--- src/rtl/axis_packetizer.sv ---
`default_nettype none
// ============================================================================
// Module   : axis_packetizer
// Purpose  : Buffers an AXI-Stream sample stream in a FIFO and delimits it
//            into frames of frame_length beats marked with M_AXIS_tlast.
// Option   : AXIS_PACKETIZER_DROP_EN - drop samples instead of stalling when full
// Revision : 1.0 - initial release
// ============================================================================
module axis_packetizer #(
  parameter int AXIS_TDATA_WIDTH = 32,
  parameter int LOG_DEPTH        = 4
) (
  input  logic                        aclk,
  input  logic                        areset,
  input  logic                        enable,
  input  logic [15:0]                 frame_length,
  input  logic [AXIS_TDATA_WIDTH-1:0] S_AXIS_tdata,
  input  logic                        S_AXIS_tvalid,
  output logic                        S_AXIS_tready,
  output logic [AXIS_TDATA_WIDTH-1:0] M_AXIS_tdata,
  output logic                        M_AXIS_tvalid,
  input  logic                        M_AXIS_tready,
  output logic                        M_AXIS_tlast,
  output logic [LOG_DEPTH:0]          fill_level,
  output logic [31:0]                 frame_count,
  output logic [31:0]                 overflow_count
);

  localparam int DEPTH = 2 ** LOG_DEPTH;

  typedef enum logic [0:0] {S_IDLE = 1'b0, S_FRAME = 1'b1} state_t;

  state_t                      state_q, state_d;
  logic [15:0]                 len_q, len_d;
  logic [15:0]                 beat_q, beat_d;
  logic [LOG_DEPTH:0]          wr_ptr_q, rd_ptr_q;
  logic [AXIS_TDATA_WIDTH:0]   mem [DEPTH];
  logic [AXIS_TDATA_WIDTH-1:0] out_data_q;
  logic                        out_valid_q;
  logic                        out_last_q;
  logic [31:0]                 frame_cnt_q;

  logic [LOG_DEPTH:0] mem_cnt;
  logic [15:0]        len_new;
  logic               mem_empty, full, in_frame, wr_en, wr_last;
  logic               out_free, pop, bypass;

  assign mem_cnt    = wr_ptr_q - rd_ptr_q;
  assign mem_empty  = (wr_ptr_q == rd_ptr_q);
  // Occupancy includes the output register so capacity is exactly DEPTH words.
  assign fill_level = mem_cnt + (LOG_DEPTH + 1)'(out_valid_q);
  assign full       = (fill_level == (LOG_DEPTH + 1)'(DEPTH));
  assign in_frame   = (state_q == S_FRAME);
  assign wr_en      = in_frame & S_AXIS_tvalid & ~full;
  assign wr_last    = (beat_q == len_q - 16'd1);
  assign len_new    = (frame_length == 16'd0) ? 16'd1 : frame_length;
  assign out_free   = ~out_valid_q | M_AXIS_tready;
  assign pop        = out_free & ~mem_empty;
  assign bypass     = out_free & mem_empty & wr_en;

  always_comb begin
    state_d = state_q;
    len_d   = len_q;
    beat_d  = beat_q;
    case (state_q)
      S_IDLE: begin
        if (enable) begin
          state_d = S_FRAME;
          len_d   = len_new;
          beat_d  = 16'd0;
        end
      end
      S_FRAME: begin
        if (wr_en) begin
          if (wr_last) begin
            beat_d = 16'd0;
            if (enable) len_d = len_new;
            else        state_d = S_IDLE;
          end else begin
            beat_d = beat_q + 16'd1;
          end
        end
      end
      default: state_d = S_IDLE;
    endcase
  end

  always_ff @(posedge aclk) begin
    if (areset) begin
      state_q <= S_IDLE;
      len_q   <= 16'd1;
      beat_q  <= 16'd0;
    end else begin
      state_q <= state_d;
      len_q   <= len_d;
      beat_q  <= beat_d;
    end
  end

  always_ff @(posedge aclk) begin
    if (wr_en && !bypass) mem[wr_ptr_q[LOG_DEPTH-1:0]] <= {wr_last, S_AXIS_tdata};
  end

  always_ff @(posedge aclk) begin
    if (areset) begin
      wr_ptr_q    <= '0;
      rd_ptr_q    <= '0;
      out_valid_q <= 1'b0;
      out_last_q  <= 1'b0;
      out_data_q  <= '0;
      frame_cnt_q <= 32'd0;
    end else begin
      if (wr_en && !bypass) wr_ptr_q <= wr_ptr_q + 1'b1;
      // Empty FIFO: a fresh write goes straight to the output register.
      if (out_free) begin
        if (pop) begin
          {out_last_q, out_data_q} <= mem[rd_ptr_q[LOG_DEPTH-1:0]];
          rd_ptr_q    <= rd_ptr_q + 1'b1;
          out_valid_q <= 1'b1;
        end else if (wr_en) begin
          {out_last_q, out_data_q} <= {wr_last, S_AXIS_tdata};
          out_valid_q <= 1'b1;
        end else begin
          out_valid_q <= 1'b0;
        end
      end
      if (out_valid_q && M_AXIS_tready && out_last_q) frame_cnt_q <= frame_cnt_q + 32'd1;
    end
  end

  assign M_AXIS_tdata  = out_data_q;
  assign M_AXIS_tvalid = out_valid_q;
  assign M_AXIS_tlast  = out_last_q;
  assign frame_count   = frame_cnt_q;

`ifdef AXIS_PACKETIZER_DROP_EN
  logic [31:0] ovf_q;

  assign S_AXIS_tready = in_frame;

  always_ff @(posedge aclk) begin
    if (areset) begin
      ovf_q <= 32'd0;
    end else if (in_frame && S_AXIS_tvalid && full && (ovf_q != 32'hFFFF_FFFF)) begin
      ovf_q <= ovf_q + 32'd1;
    end
  end

  assign overflow_count = ovf_q;
`else
  assign S_AXIS_tready  = in_frame & ~full;
  assign overflow_count = 32'd0;
`endif

endmodule
`default_nettype wire
--- config.mk ---
export PLATFORM = sky130hd
export DESIGN_NAME = axis_packetizer
export DESIGN_NICKNAME = d
export VERILOG_FILES = /design/src/rtl/axis_packetizer.sv
export SDC_FILE = /design/constraint.sdc
export NUM_CORES = 1
export LEC_CHECK = 0
export BUFFER_PORTS_ARGS = -buffer_cell sky130_fd_sc_hd__buf_2
export CAP_MARGIN = 10
export CORE_MARGIN = 3
export CORE_UTILIZATION = 35
export CTS_CLUSTER_SIZE = 25
export DETAILED_ROUTE_END_ITERATION = 8
export PLACE_DENSITY_LB_ADDON = 0.1
export SLEW_MARGIN = 10
export SYNTH_ARGS = -nofsm -noshare
export SYNTH_HDL_FRONTEND = slang
export SYNTH_SLANG_ARGS = --single-unit
--- constraint.sdc ---
create_clock -name aclk -period 8.2 [get_ports aclk]
set_input_delay 0.82 -clock aclk [delete_from_list [all_inputs] [get_ports aclk]]
set_output_delay 0.82 -clock aclk [all_outputs]
set_load 0.01 [all_outputs]
; After elaboration in Yosys (flattened, before gate mapping)
; Memory sizes are Yosys's and may differ from the RTL's. A register that Yosys moved wholly into a read port is not among the register bits.
; Cells that the tools add are included.
[word_totals]
out_inout_bits = 104
wordCells = 67
mem_bits_rw = 528
regBits = 109
memories = 1
[mem_list]
columns = memory, depth, width, read_ports, rd_ports_with_merged_regs, write_ports, line
row1 = mem, 16, 33, 1, 1, 1, 37  ; logic [AXIS_TDATA_WIDTH:0] mem [DEPTH];
[classes]
n_reduce_logical = 10
n_addsub = 7
n_bitwise = 11
eq_ne = 6
muxes = 23
[ops]
columns = operator, n
row1 = $mux W16, 7
row2 = $mux W32, 2
row3 = $pmux W16 S2, 2
row4 = $add A32 B1 Y32 const B, 1
row5 = $add A16 B1 Y16 const B, 1
row6 = $eq A16 B16 Y1, 1
row7 = $logic_not A16 Y1, 1
row8 = $sub A16 B1 Y16 const B, 1
row9 = $add A5 B1 Y5 const B, 2
row10 = $mux W1, 9
row11 = $mux W4, 2
row12 = $reduce_and A2 Y1, 4
row13 = $and A1 B1 Y1, 6
row14 = $add A5 B1 Y5, 1
row15 = $eq A5 B5 Y1, 1
row16 = $eq A5 B5 Y1 const B, 1
row17 = $sub A5 B5 Y5, 1
row18 = $ne A2 B1 Y1 const B, 2
row19 = $not A1 Y1, 4
row20 = $logic_and A1 B1 Y1, 3
row21 = $ne A2 B2 Y1 const B, 1
row22 = $pmux W1 S2, 1
row23 = $reduce_bool A2 Y1, 1
row24 = $logic_not A1 Y1, 1
row25 = $or A1 B1 Y1, 1

; Longest topological paths before layout
; Gate-level depths: netlist (run 1).
[logic_depth]
ltp_word = 10
depth_mapped = 13
depth_no_buf = 12

; Least setup slack after synthesis (run 1)
; No wires, ideal clock.
[synth_timing]
kind = register -> register
start = register wr_ptr_q[0]
end = memory mem[15][0] in the netlist's numbering (enable)
setup_ns = 0.512
t_arrival_ns = 5.608
path_slack_ns = 2.081
path_buffers = 0
path_stages_with_launch = 11
cell_sequence = dfxtp_1 > inv_1 > ha_1 > inv_1 > ha_1 > fa_1 > a21o_1 > a21oi_1 > xnor2_1 > o311ai_1 > nor4_1
[synth_between]
elab_chain_cells = 10
[synth_lines]
columns = element, line
row1 = start: declaration, 36  ; logic [LOG_DEPTH:0] wr_ptr_q, rd_ptr_q;
row2 = start signal: assignment, 113  ; if (wr_en && !bypass) wr_ptr_q <= wr_ptr_q + 1'b1;
row3 = $sub A5 B5 Y5, 48  ; assign mem_cnt = wr_ptr_q - rd_ptr_q;
row4 = $add A5 B1 Y5, 51  ; assign fill_level = mem_cnt + (LOG_DEPTH + 1)'(out_valid_q);
row5 = $eq A5 B5 Y1, 52  ; assign full = (fill_level == (LOG_DEPTH + 1)'(DEPTH));
row6 = $not A1 Y1, 54  ; assign wr_en = in_frame & S_AXIS_tvalid & ~full;
row7 = $and A1 B1 Y1, 54
row8 = $and A1 B1 Y1, 59  ; assign bypass = out_free & mem_empty & wr_en;
row9 = $logic_not A1 Y1, 101  ; if (wr_en && !bypass) mem[wr_ptr_q[LOG_DEPTH-1:0]] <= {wr_last, S_AXIS_tdata};
row10 = $logic_and A1 B1 Y1, 101
row11 = $mux W1, 101
row12 = $mux W1 (not written as such), 101
row13 = end: declaration, 37
; Parallel ways exist; a longest one is shown, timed or not.

; Worst setup path after layout (run 1)
[layout_timing]
start = register wr_ptr_q[0]
end = memory mem[4][20] in the netlist's numbering (enable)
; The elaborated chain is that of the path after synthesis.

==> metrics.yaml, run 1 <==
worst_pin_slew_ns: 0.979
fmax_ghz: 0.222
rsz0062_at_grt: "no"
area_growth_pct: 16.0
cp_top_family: "simple AND/OR/NAND/NOR gates"
num_vias: 13300
ioPinCount: 157
dr.pass1.iters: 5
synth.cell_area_sq_um: 25900
syn_area_per_cell_sq_um: 18.0
grt_usage_pct: 15.8
place_congestion: 0.727
hpwlAfterDp_um: 34200
setup_viol: 0
antenna_found_initial: 1
cp.depth: 14
cts_tree: "yes"
cpMaxStageDelayCell: "nor2_4"
cts_max_level: 3
hold_viol: 0
skew_ns: 0.0183
ctsRootBufferMaster: "clkbuf_16"
start_kind: "register"
slew_violations: 0
io_buffers: 124
placed_area_sq_um: 27700
synth_cell_types: 60
clk_pin_slew_ns: 0.06
synth_edf_count: 528
postCtsSetupBuffers: 0
wl_um: 60600
critPathKind: "register to register"
grt_pass1_wl_um: 91900
ys_ff_latch: 641
cts_made_buffers: 74
dp_slack_ns: 3.61
final_area_sq_um: 30000
drive_gt1_share_pct: 27.6
grt_overflow_total: 0
r2r_cells: 14
fin_nets: 1659
fp.dieH_um: 278
critPathMaxStageDelay_ns: 0.51
power_density_nw_per_um2: 281
power_mw: 8.46
leakage_nw: 9.82
num_antenna_cells: 0
vias_per_cell: 5.12
drtIter0Drc: 877
rows: 99
setup_ws_ns: 3.69
endpoint_kind: "register"
cts_hold_buffers: 0
crit_required_ns: 8.45
synthFlopType: "edfxtp_1"
cts_buffer_depth: 3
ys_seq_area_share_pct: 69.9
ctsResizeCount: 0
fin_crit_sh_pct: 55.0
initial_utilization_pct: 35.4
clk_latency_ns: 0.61
cp_max_fo: 22
async_reset_ff_share_pct: 0
final_cells: 2606
clock-sinks: 641
setup_tns_ns: 0
min_period_ns: 4.51
synthCells: 1438
coreArea_sq_um: 73100
fin_hold_ws_ns: 0.492
place_inst: 2472
final_util_pct: 41.1
grt_max_degree: 101
relSlewSlack_pct: 34.1
max-vdd-ir-drop_mv: 0.197
cap_viol_max_count: 0
cp.arrival_ns: 4.76
ant_nets: 0
ys_warn_count: 0
avgRoutedWirePerCell_um: 23.2
dieArea_sq_um: 77300
drcViolationCount: 0
cp_num_buf_inv: 4
die_x_um: 278
hp-class: "register to register"
outcome: "completed"
hold_depth: 2
cp_cell_sequence: "inv_1 -> ha_1 -> inv_1 -> ha_1 -> fa_1 -> a21o_1 -> a21oi_1 -> xnor2_1 -> o311ai_4 -> buf_4 -> nor2_1 -> nand2_1 -> nor2_4 -> buf_4"
grt_pass1_vias: 14200
## Yosys cell counts, types with 3 or more instances
master,instances,area share [%]
a211oi_1,50,1.4
a21oi_1,23,0.44
a221oi_1,3,0.10
and3_1,10,0.24
and4_1,4,0.14
buf_1,22,0.32
buf_4,32,0.93
clkbuf_1,50,0.72
dfxtp_1,113,8.7
edfxtp_1,528,61
ha_1,16,0.77
inv_1,17,0.25
mux2i_1,49,1.9
mux4_2,165,14
nand2_1,33,0.48
nand2b_1,34,0.82
nand3_1,18,0.35
nand4_1,19,0.46
nor2_1,98,1.4
nor3_1,14,0.27
nor4_1,9,0.22
o21ai_0,4,0.077
or3_1,6,0.14
xnor2_1,38,1.3
xor2_1,35,1.2
## worst paths after layout
check	from	to	slack (ns)
setup / recovery	wr_ptr_q[0]$_SDFFE_PP0P_	mem[4][20]$_DFFE_PP_	3.69
hold / removal	len_q[15]$_SDFFE_PP0P_	len_q[15]$_SDFFE_PP0P_	0.49
setup reg to reg	wr_ptr_q[0]$_SDFFE_PP0P_	mem[4][20]$_DFFE_PP_	3.69
hold reg to reg	len_q[15]$_SDFFE_PP0P_	len_q[15]$_SDFFE_PP0P_	0.49
## registers in the layout, summed over array words and instances (netlist names), named ones only
signal,flops
mem,528
rd_ptr_q,5
M_AXIS_tlast,1
in_frame,1
beat_q,16
M_AXIS_tvalid,1
wr_ptr_q,5
frame_count,32
len_q,16
M_AXIS_tdata,32
## power breakdown
| group | total [mW] | switching, mW | internal, mW |
|---|---|---|---|
| logic | 1.50 | 0.766 | 0.734 |
| registers | 3.78 | 0.140 | 3.64 |
| clock network | 3.18 | 1.30 | 1.88 |
## per-layer routing
metal  vias to the layer above  GRT usage (%)  wire (um)
met5                         -              0          0
met4                         0           4.21       1310
met3                        91           2.78       2210
met2                       239           26.1      29600
met1                      7023           21.6      27500
li1                       5990              -          -
## cells by family (layout without fill, tap and decap cells)
| kind of cell | after synthesis | after routing | share of synthesized area [%] |
|---|---|---|---|
| muxes | 214 | 214 | 16.2 |
| AOI/OAI and AO/OA | 105 | 105 | 3.00 |
| buffers and inverters | 124 | 302 | 2.30 |
| DFF | 641 | 641 | 69.9 |
| other | 1 | 32 | 0.0145 |
| adders and majority gates | 17 | 17 | 0.850 |
| xor gates and xnor gates | 73 | 73 | 2.47 |
| and+or+nand+nor | 263 | 263 | 5.19 |
## area by class of cell
| cell class | instances | area (sq um) |
|---|---|---|
| Timing Repair Buffer | 151 | 838 |
| Tap cell | 959 | 1200 |
| Sequential cell | 641 | 18100 |
| Clock buffer | 108 | 2140 |
| Multi-Input combinational cell | 704 | 7450 |
| Clock inverter | 26 | 220 |
| Fill cell | 6608 | 43000 |
| Inverter | 17 | 63.8 |
## placed cells by master, fill, tap and decap left out, types with 3 or more instances in the layout
| master | netlist | layout |
|---|---|---|
| a211oi_1 | 50 | 50 |
| a21oi_1 | 23 | 23 |
| a221oi_1 | 3 | 3 |
| and3_1 | 10 | 10 |
| and4_1 | 4 | 4 |
| buf_2 | 2 | 123 |
| buf_4 | 32 | 27 |
| clkbuf_1 | 50 | 20 |
| clkbuf_16 | 0 | 76 |
| clkbuf_8 | 0 | 12 |
| clkinv_1 | 0 | 9 |
| clkinv_2 | 0 | 8 |
| conb_1 | 1 | 32 |
| dfxtp_1 | 113 | 109 |
| dfxtp_4 | 0 | 3 |
| edfxtp_1 | 528 | 528 |
| ha_1 | 16 | 16 |
| inv_1 | 17 | 17 |
| mux2i_1 | 49 | 49 |
| mux4_2 | 165 | 165 |
| nand2_1 | 33 | 31 |
| nand2b_1 | 34 | 34 |
| nand3_1 | 18 | 18 |
| nand4_1 | 19 | 19 |
| nor2_1 | 98 | 87 |
| nor2_4 | 0 | 11 |
| nor3_1 | 14 | 10 |
| nor3_2 | 0 | 4 |
| nor4_1 | 9 | 8 |
| o21ai_0 | 4 | 4 |
| or3_1 | 6 | 6 |
| xnor2_1 | 38 | 38 |
| xor2_1 | 35 | 35 |
## worst register-to-register path, stage by stage, from the launching register on
cell and delay [ns]:
dfxtp_1 0.42, inv_1 0.13, ha_1 0.32, inv_1 0.05
ha_1 0.20, fa_1 0.43, a21o_1 0.19, a21oi_1 0.17
xnor2_1 0.27, o311ai_4 0.15, buf_4 0.24, nor2_1 0.32
nand2_1 0.29, nor2_4 0.52, buf_4 0.44
Note: power is estimated with default switching activity, not from simulation.
==> inputs of run 2 (changes only) <==
clock period = 4.7 ns   (was 8.2 ns; I/O delays follow)
==> metrics.yaml, run 2 (same netlist as run 1, synthesis figures left out) <==
outcome: "completed"  # unchanged
vias_per_cell: 5.11  # was 5.12
cp.arrival_ns: 4.30  # was 4.76 ns
dp_slack_ns: 0.677  # was 3.61 ns
setup.worst_path.start: "wr_ptr_q[0]$_SDFFE_PP0P_"  # unchanged
cts_max_level: 3  # unchanged
placed_area_sq_um: 27900  # was 27,700 sq um
cts_buffer_depth: 3  # unchanged
fmax_ghz: 0.247  # was 0.222 GHz
hp-class: "input pin to register"  # was register to register
clk_latency_ns: 0.61  # about the same
cts_made_buffers: 73  # was 74
clock-sinks: 641  # unchanged
rows: 99  # unchanged
io_buffers: 124  # unchanged
mostFrequentLayoutCell: "edfxtp_1"  # unchanged
die_x_um: 278  # unchanged
grt_pass1_wl_um: 92700  # was 91,900 um
final_cells: 2616  # was 2,606
start_kind: "register"  # unchanged
fillCellCount: 6569  # was 6,608
worst_pin_slew_ns: 0.973  # was 0.979 ns
drtIter0Drc: 966  # was 877
cts_tree: "yes"  # unchanged
cts_hold_buffers: 0  # unchanged
initial_utilization_pct: 35.4  # unchanged
leakage_nw: 9.87  # was 9.82 nW
power_density_nw_per_um2: 486  # was 281 nW/um^2
power_mw: 14.7  # was 8.46 mW
slew_violations: 0  # unchanged
setup_viol: 0  # unchanged
grt_usage_pct: 16.0  # was 15.8%
ioPinCount: 157  # unchanged
skew_ns: 0.0177  # was 0.0183 ns
final_area_sq_um: 30200  # was 30,000 sq um
place_inst: 2485  # was 2,472
avgRoutedWirePerCell_um: 23.3  # was 23.2 um
fin_nets: 1671  # was 1,659
wl_um: 61100  # was 60,600 um
dr.pass1.iters: 4  # was 5
num_vias: 13400  # was 13,300
cap_viol_max_count: 0  # unchanged
area_growth_pct: 16.7  # was 16.0%
cp_max_fo: 22  # unchanged
postCtsSetupBuffers: 0  # unchanged
largest_register_ffs: 528  # unchanged
fp.dieH_um: 278  # unchanged
dieArea_sq_um: 77300  # unchanged
regArea_sq_um: 18100  # about the same
ctsResizeCount: 0  # unchanged
antenna_found_initial: 1  # unchanged
timing.rr.start: "wr_ptr_q[0]$_SDFFE_PP0P_"  # unchanged
max-vdd-ir-drop_mv: 0.236  # was 0.197 mV
crit_required_ns: 4.95  # was 8.45 ns
endpoint_kind: "register"  # unchanged
multi_input_area_sq_um: 7480  # was 7450 sq um
min_period_ns: 4.04  # was 4.51 ns
coreArea_sq_um: 73100  # unchanged
holdCritStartpoint: "frame_length[0]"  # was len_q[15]$_SDFFE_PP0P_
place_congestion: 0.729  # was 0.727
grt_overflow_total: 0  # unchanged
ant_nets: 0  # unchanged
hold_viol: 0  # unchanged
relSlewSlack_pct: 34.5  # was 34.1%
clk_pin_slew_ns: 0.05  # was 0.06 ns
drive_gt1_share_pct: 27.9  # was 27.6%
drcViolationCount: 0  # unchanged
hpwlAfterDp_um: 35500  # was 34,200 um
critPathKind: "register to register"  # unchanged
ctsRootBufferMaster: "clkbuf_16"  # unchanged
grt_pass1_vias: 14100  # was 14,200
rsz0062_at_grt: "no"  # unchanged
fin_crit_sh_pct: 86.0  # was 55.0%
grt_max_degree: 79  # was 101
setup_ws_ns: 0.657  # was 3.69 ns
final_cell_mix: "edfxtp_1 (528), mux4_2 (165), buf_2 (123)"  # unchanged
==> run 2: worst paths after layout <==
kind                                 end  slack, ns  cells past startpoint
hold reg to reg   len_q[15]$_SDFFE_PP0P_       0.50                      2
setup reg to reg    mem[2][28]$_DFFE_PP_       0.66                     13
setup / recovery    mem[2][28]$_DFFE_PP_       0.66                     13
hold / removal     len_q[0]$_SDFFE_PP1P_       0.14                      3
==> run 2: per-layer routing <==
| metal | wire length, um | GRT usage [%] | up-vias |
|---|---|---|---|
| met5 | 0 | 0 | - |
| met4 | 1230 | 4.06 | 0 |
| met3 | 2020 | 2.87 | 80 |
| met2 | 29900 | 26.2 | 227 |
| met1 | 27900 | 22.2 | 7049 |
| li1 | - | - | 6023 |
==> run 2: per-stage QoR <==
step	setup TNS, ns	hold WS (ns)	utilization [%]
detailed placement	0	0.500	38.2
global placement	0	0.486	38.2
finish	0	0.138	41.4
global route	0	0.109	41.4
floorplan	-0.798	0.462	-
CTS	0	0.0949	41.4
==> run 2: worst max-delay path: stages, from the launching register on <==
cell and delay, ns:
dfxtp_1 0.42, inv_1 0.13, ha_1 0.32, inv_1 0.05, ha_1 0.20, fa_1 0.43, a21o_1 0.19, a21oi_1 0.17
xnor2_1 0.27, o311ai_4 0.16, nor2_1 0.38, nand2_1 0.35, nor3_4 0.22, buf_4 0.40
==> run 2: report_power, final <==
part / internal, mW / leakage, nW / total [mW] / switching, mW
clock network: 3.17 / 1.11 / 5.40 / 2.23
registers: 6.35 / 5.67 / 6.59 / 0.243
logic: 1.31 / 3.09 / 2.69 / 1.38
==> run 2: area by class of cell <==
class	count	area share, %
antenna	1	0.00828
clock buffer	99	6.63
clock inverter	31	0.907
inverter	17	0.211
multi-input combinational	704	24.7
sequential	641	60.0
tap	959	3.97
timing repair buffer	164	3.55
==> inputs of run 3 (changes only) <==
CORE_UTILIZATION = 29   (was 35)
CTS_BUF_LIST = sky130_fd_sc_hd__clkbuf_2 sky130_fd_sc_hd__clkbuf_4 sky130_fd_sc_hd__clkbuf_8   (was default)
clock period = 3.7 ns   (was 4.7 ns; I/O delays follow)
==> metrics.yaml, run 3 (same netlist as run 1, synthesis figures left out) <==
outcome: "completed"  # unchanged
dieArea_sq_um: 93000  # was 77,300 sq um
cp_cell_sequence: "inv_2 -> ha_1 -> inv_1 -> ha_2 -> fa_2 -> buf_4 -> xor2_1 -> or3_4 -> buf_4 -> o31a_1 -> buf_2"  # was inv_1 -> ha_1 -> inv_1 -> ha_1 -> fa_1 -> a21o_1 -> a21oi_1 -> xnor2_1 -> o311ai_4 -> nor2_1 -> nand2_1 -> nor3_4 -> buf_4
fmax_ghz: 0.285
skew_ns: 0.0627  # was 0.0177 ns
fin_nets: 1791  # was 1,671
die_x_um: 305  # was 278 um
fillCellCount: 8303  # was 6,569
power_mw: 18.9  # was 14.7 mW
wl_met3_um: 2530  # was 2020 um
cts_made_buffers: 116  # was 73
cts_max_level: 3  # unchanged
io_buffers: 124  # unchanged
cts_buffer_depth: 3  # unchanged
cp_num_buf_inv: 5  # was 3
highest_layer: "met4"  # unchanged
grt_max_degree: 74  # was 79
wl_met2_um: 32000  # was 29,900 um
dr.pass1.iters: 5  # was 4
cpMaxStageDelayCell: "or3_4"  # was fa_1
cp.arrival_ns: 3.14  # was 4.30 ns
drtIter0Drc: 806  # was 966
antenna_found_initial: 1  # unchanged
rows: 108  # was 99
critPathMaxStageDelay_ns: 0.35  # was 0.43 ns
avgRoutedWirePerCell_um: 23.0  # was 23.3 um
place_congestion: 0.738  # was 0.729
grt_pass1_vias: 15100  # was 14,100
drcViolationCount: 0  # unchanged
ioPinCount: 157  # unchanged
cp_max_fo: 3  # was 22
setup_viol: 0  # unchanged
slew_violations: 0  # unchanged
hpwlAfterDp_um: 40000  # was 35,500 um
area_growth_pct: 21.5  # was 16.7%
cap_viol_max_count: 0  # unchanged
hp-class: "input pin to register"  # unchanged
cp.depth: 11  # was 13
clk_latency_ns: 0.75  # was 0.61 ns
min_period_ns: 3.51
grt_pass1_wl_um: 102000  # was 92,700 um
path_common_cell: "buf_4"
cp_top_family: "adder cells"  # unchanged
final_util_pct: 35.9  # was 41.4%
wl_met1_um: 32400  # was 27,900 um
drive_gt1_share_pct: 32.7  # was 27.9%
hold_depth: 1  # was 3
clock-sinks: 641  # unchanged
r2r_cells: 13  # unchanged
leakage_nw: 10.4  # was 9.87 nW
ant_nets: 0  # unchanged
cts_tree: "yes"  # unchanged
power_density_nw_per_um2: 601  # was 486 nW/um^2
final_cell_mix: "edfxtp_1 (528), mux4_2 (165), buf_2 (123)"  # unchanged
grt_usage_pct: 14.7  # was 16.0%
rrSetupSlack_ns: 0.22  # was 0.66 ns
num_vias: 14100  # was 13,400
grt_overflow_total: 0  # unchanged
initial_utilization_pct: 29.5  # was 35.4%
start_kind: "register"  # unchanged
mostFrequentLayoutCell: "edfxtp_1"  # unchanged
endpoint_kind: "output port"  # was register
clk_pin_slew_ns: 0.06  # was 0.05 ns
relSlewSlack_pct: 41.1  # was 34.5%
worst_pin_slew_ns: 0.883  # was 0.973 ns
largest_register_ffs: 528  # unchanged
hold_viol: 0  # unchanged
coreArea_sq_um: 87700  # was 73,100 sq um
ctsRootBufferMaster: "clkbuf_8"  # was clkbuf_16
fin_crit_sh_pct: 94.8
crit_required_ns: 3.33  # was 4.95 ns
vias_per_cell: 4.74  # was 5.11
fp.dieH_um: 305  # was 278 um
critPathKind: "register to output port"  # was register to register
max-vdd-ir-drop_mv: 0.314  # was 0.236 mV
wl_um: 68400  # was 61,100 um
[run 3: cell count changes in the layout (fill, tap and decap cells not counted), moves of 3 or more]
cell	delta
nand2_4	+3
clkbuf_8	+112
buf_12	+14
clkbuf_4	+47
clkbuf_1	-18
clkinv_2	+5
clkinv_1	+17
dlygate4sd3_1	+44
buf_4	+17
clkbuf_16	-73
nand2_1	-3
[run 3: per-layer routing]
metal  vias up  global-route usage (%)
met4         0                    4.56
met5         -                       0
met2       303                    23.4
li1       6285                       -
met1      7423                    20.7
met3       121                    2.55
[run 3: final timing paths]
kind / start / end
worst max-delay path: wr_ptr_q[0]$_SDFFE_PP0P_ / S_AXIS_tready
worst min register to register: len_q[15]$_SDFFE_PP0P_ / len_q[15]$_SDFFE_PP0P_
worst min-delay path: S_AXIS_tdata[25] / mem[13][25]$_DFFE_PP_
worst max register to register: wr_ptr_q[0]$_SDFFE_PP0P_ / mem[3][4]$_DFFE_PP_
[run 3: final cells by class]
cell class | instances | area, sq um | share of cell area, %
tap | 1155 | 1450 | 4.59
clock inverter | 52 | 359 | 1.14
timing repair buffer | 239 | 1920 | 6.11
multi-input combinational | 706 | 7550 | 24.0
inverter | 17 | 63.8 | 0.203
clock buffer | 167 | 2000 | 6.37
sequential | 641 | 18100 | 57.6
antenna | 2 | 5.00 | 0.0159
[run 3: repair_timing]
action,in CTS,in global routing
endpoints found under the setup margin,14,77
gates cloned,1,1
buffers inserted,0,11
pin swaps,1,5
gates resized for setup,0,2
endpoints found under the hold margin,353,0
hold buffers,44,0
[run 3: where the power goes]
group          switching, mW  total, mW  leakage (nW)  internal, mW
Combinational           2.00       3.87          3.51          1.88
Sequential             0.196       8.26          5.67          8.06
Clock                   3.03       6.80          1.26          3.77
Total                   5.22       18.9          10.4          13.7
[run 3: metrics by stage]
| stage | instance area (sq um) | setup slack, ns | std cells | setup TNS [ns] | hold WS, ns |
|---|---|---|---|---|---|
| final | 31500 | 0.191 | 2979 | 0 | 0.0968 |
| after global routing | 31500 | -0.0114 | 2978 | -0.0267 | 0.0500 |
| after CTS | 31300 | 0.0430 | 2965 | 0 | 0.00515 |
| after detailed placement | 28500 | -0.0146 | 2701 | -0.180 | 0.487 |
| after global placement | 28500 | 0.0603 | 2701 | 0 | 0.481 |
| after floorplan | 26200 | -0.307 | 1469 | -26.27 | 0.462 |
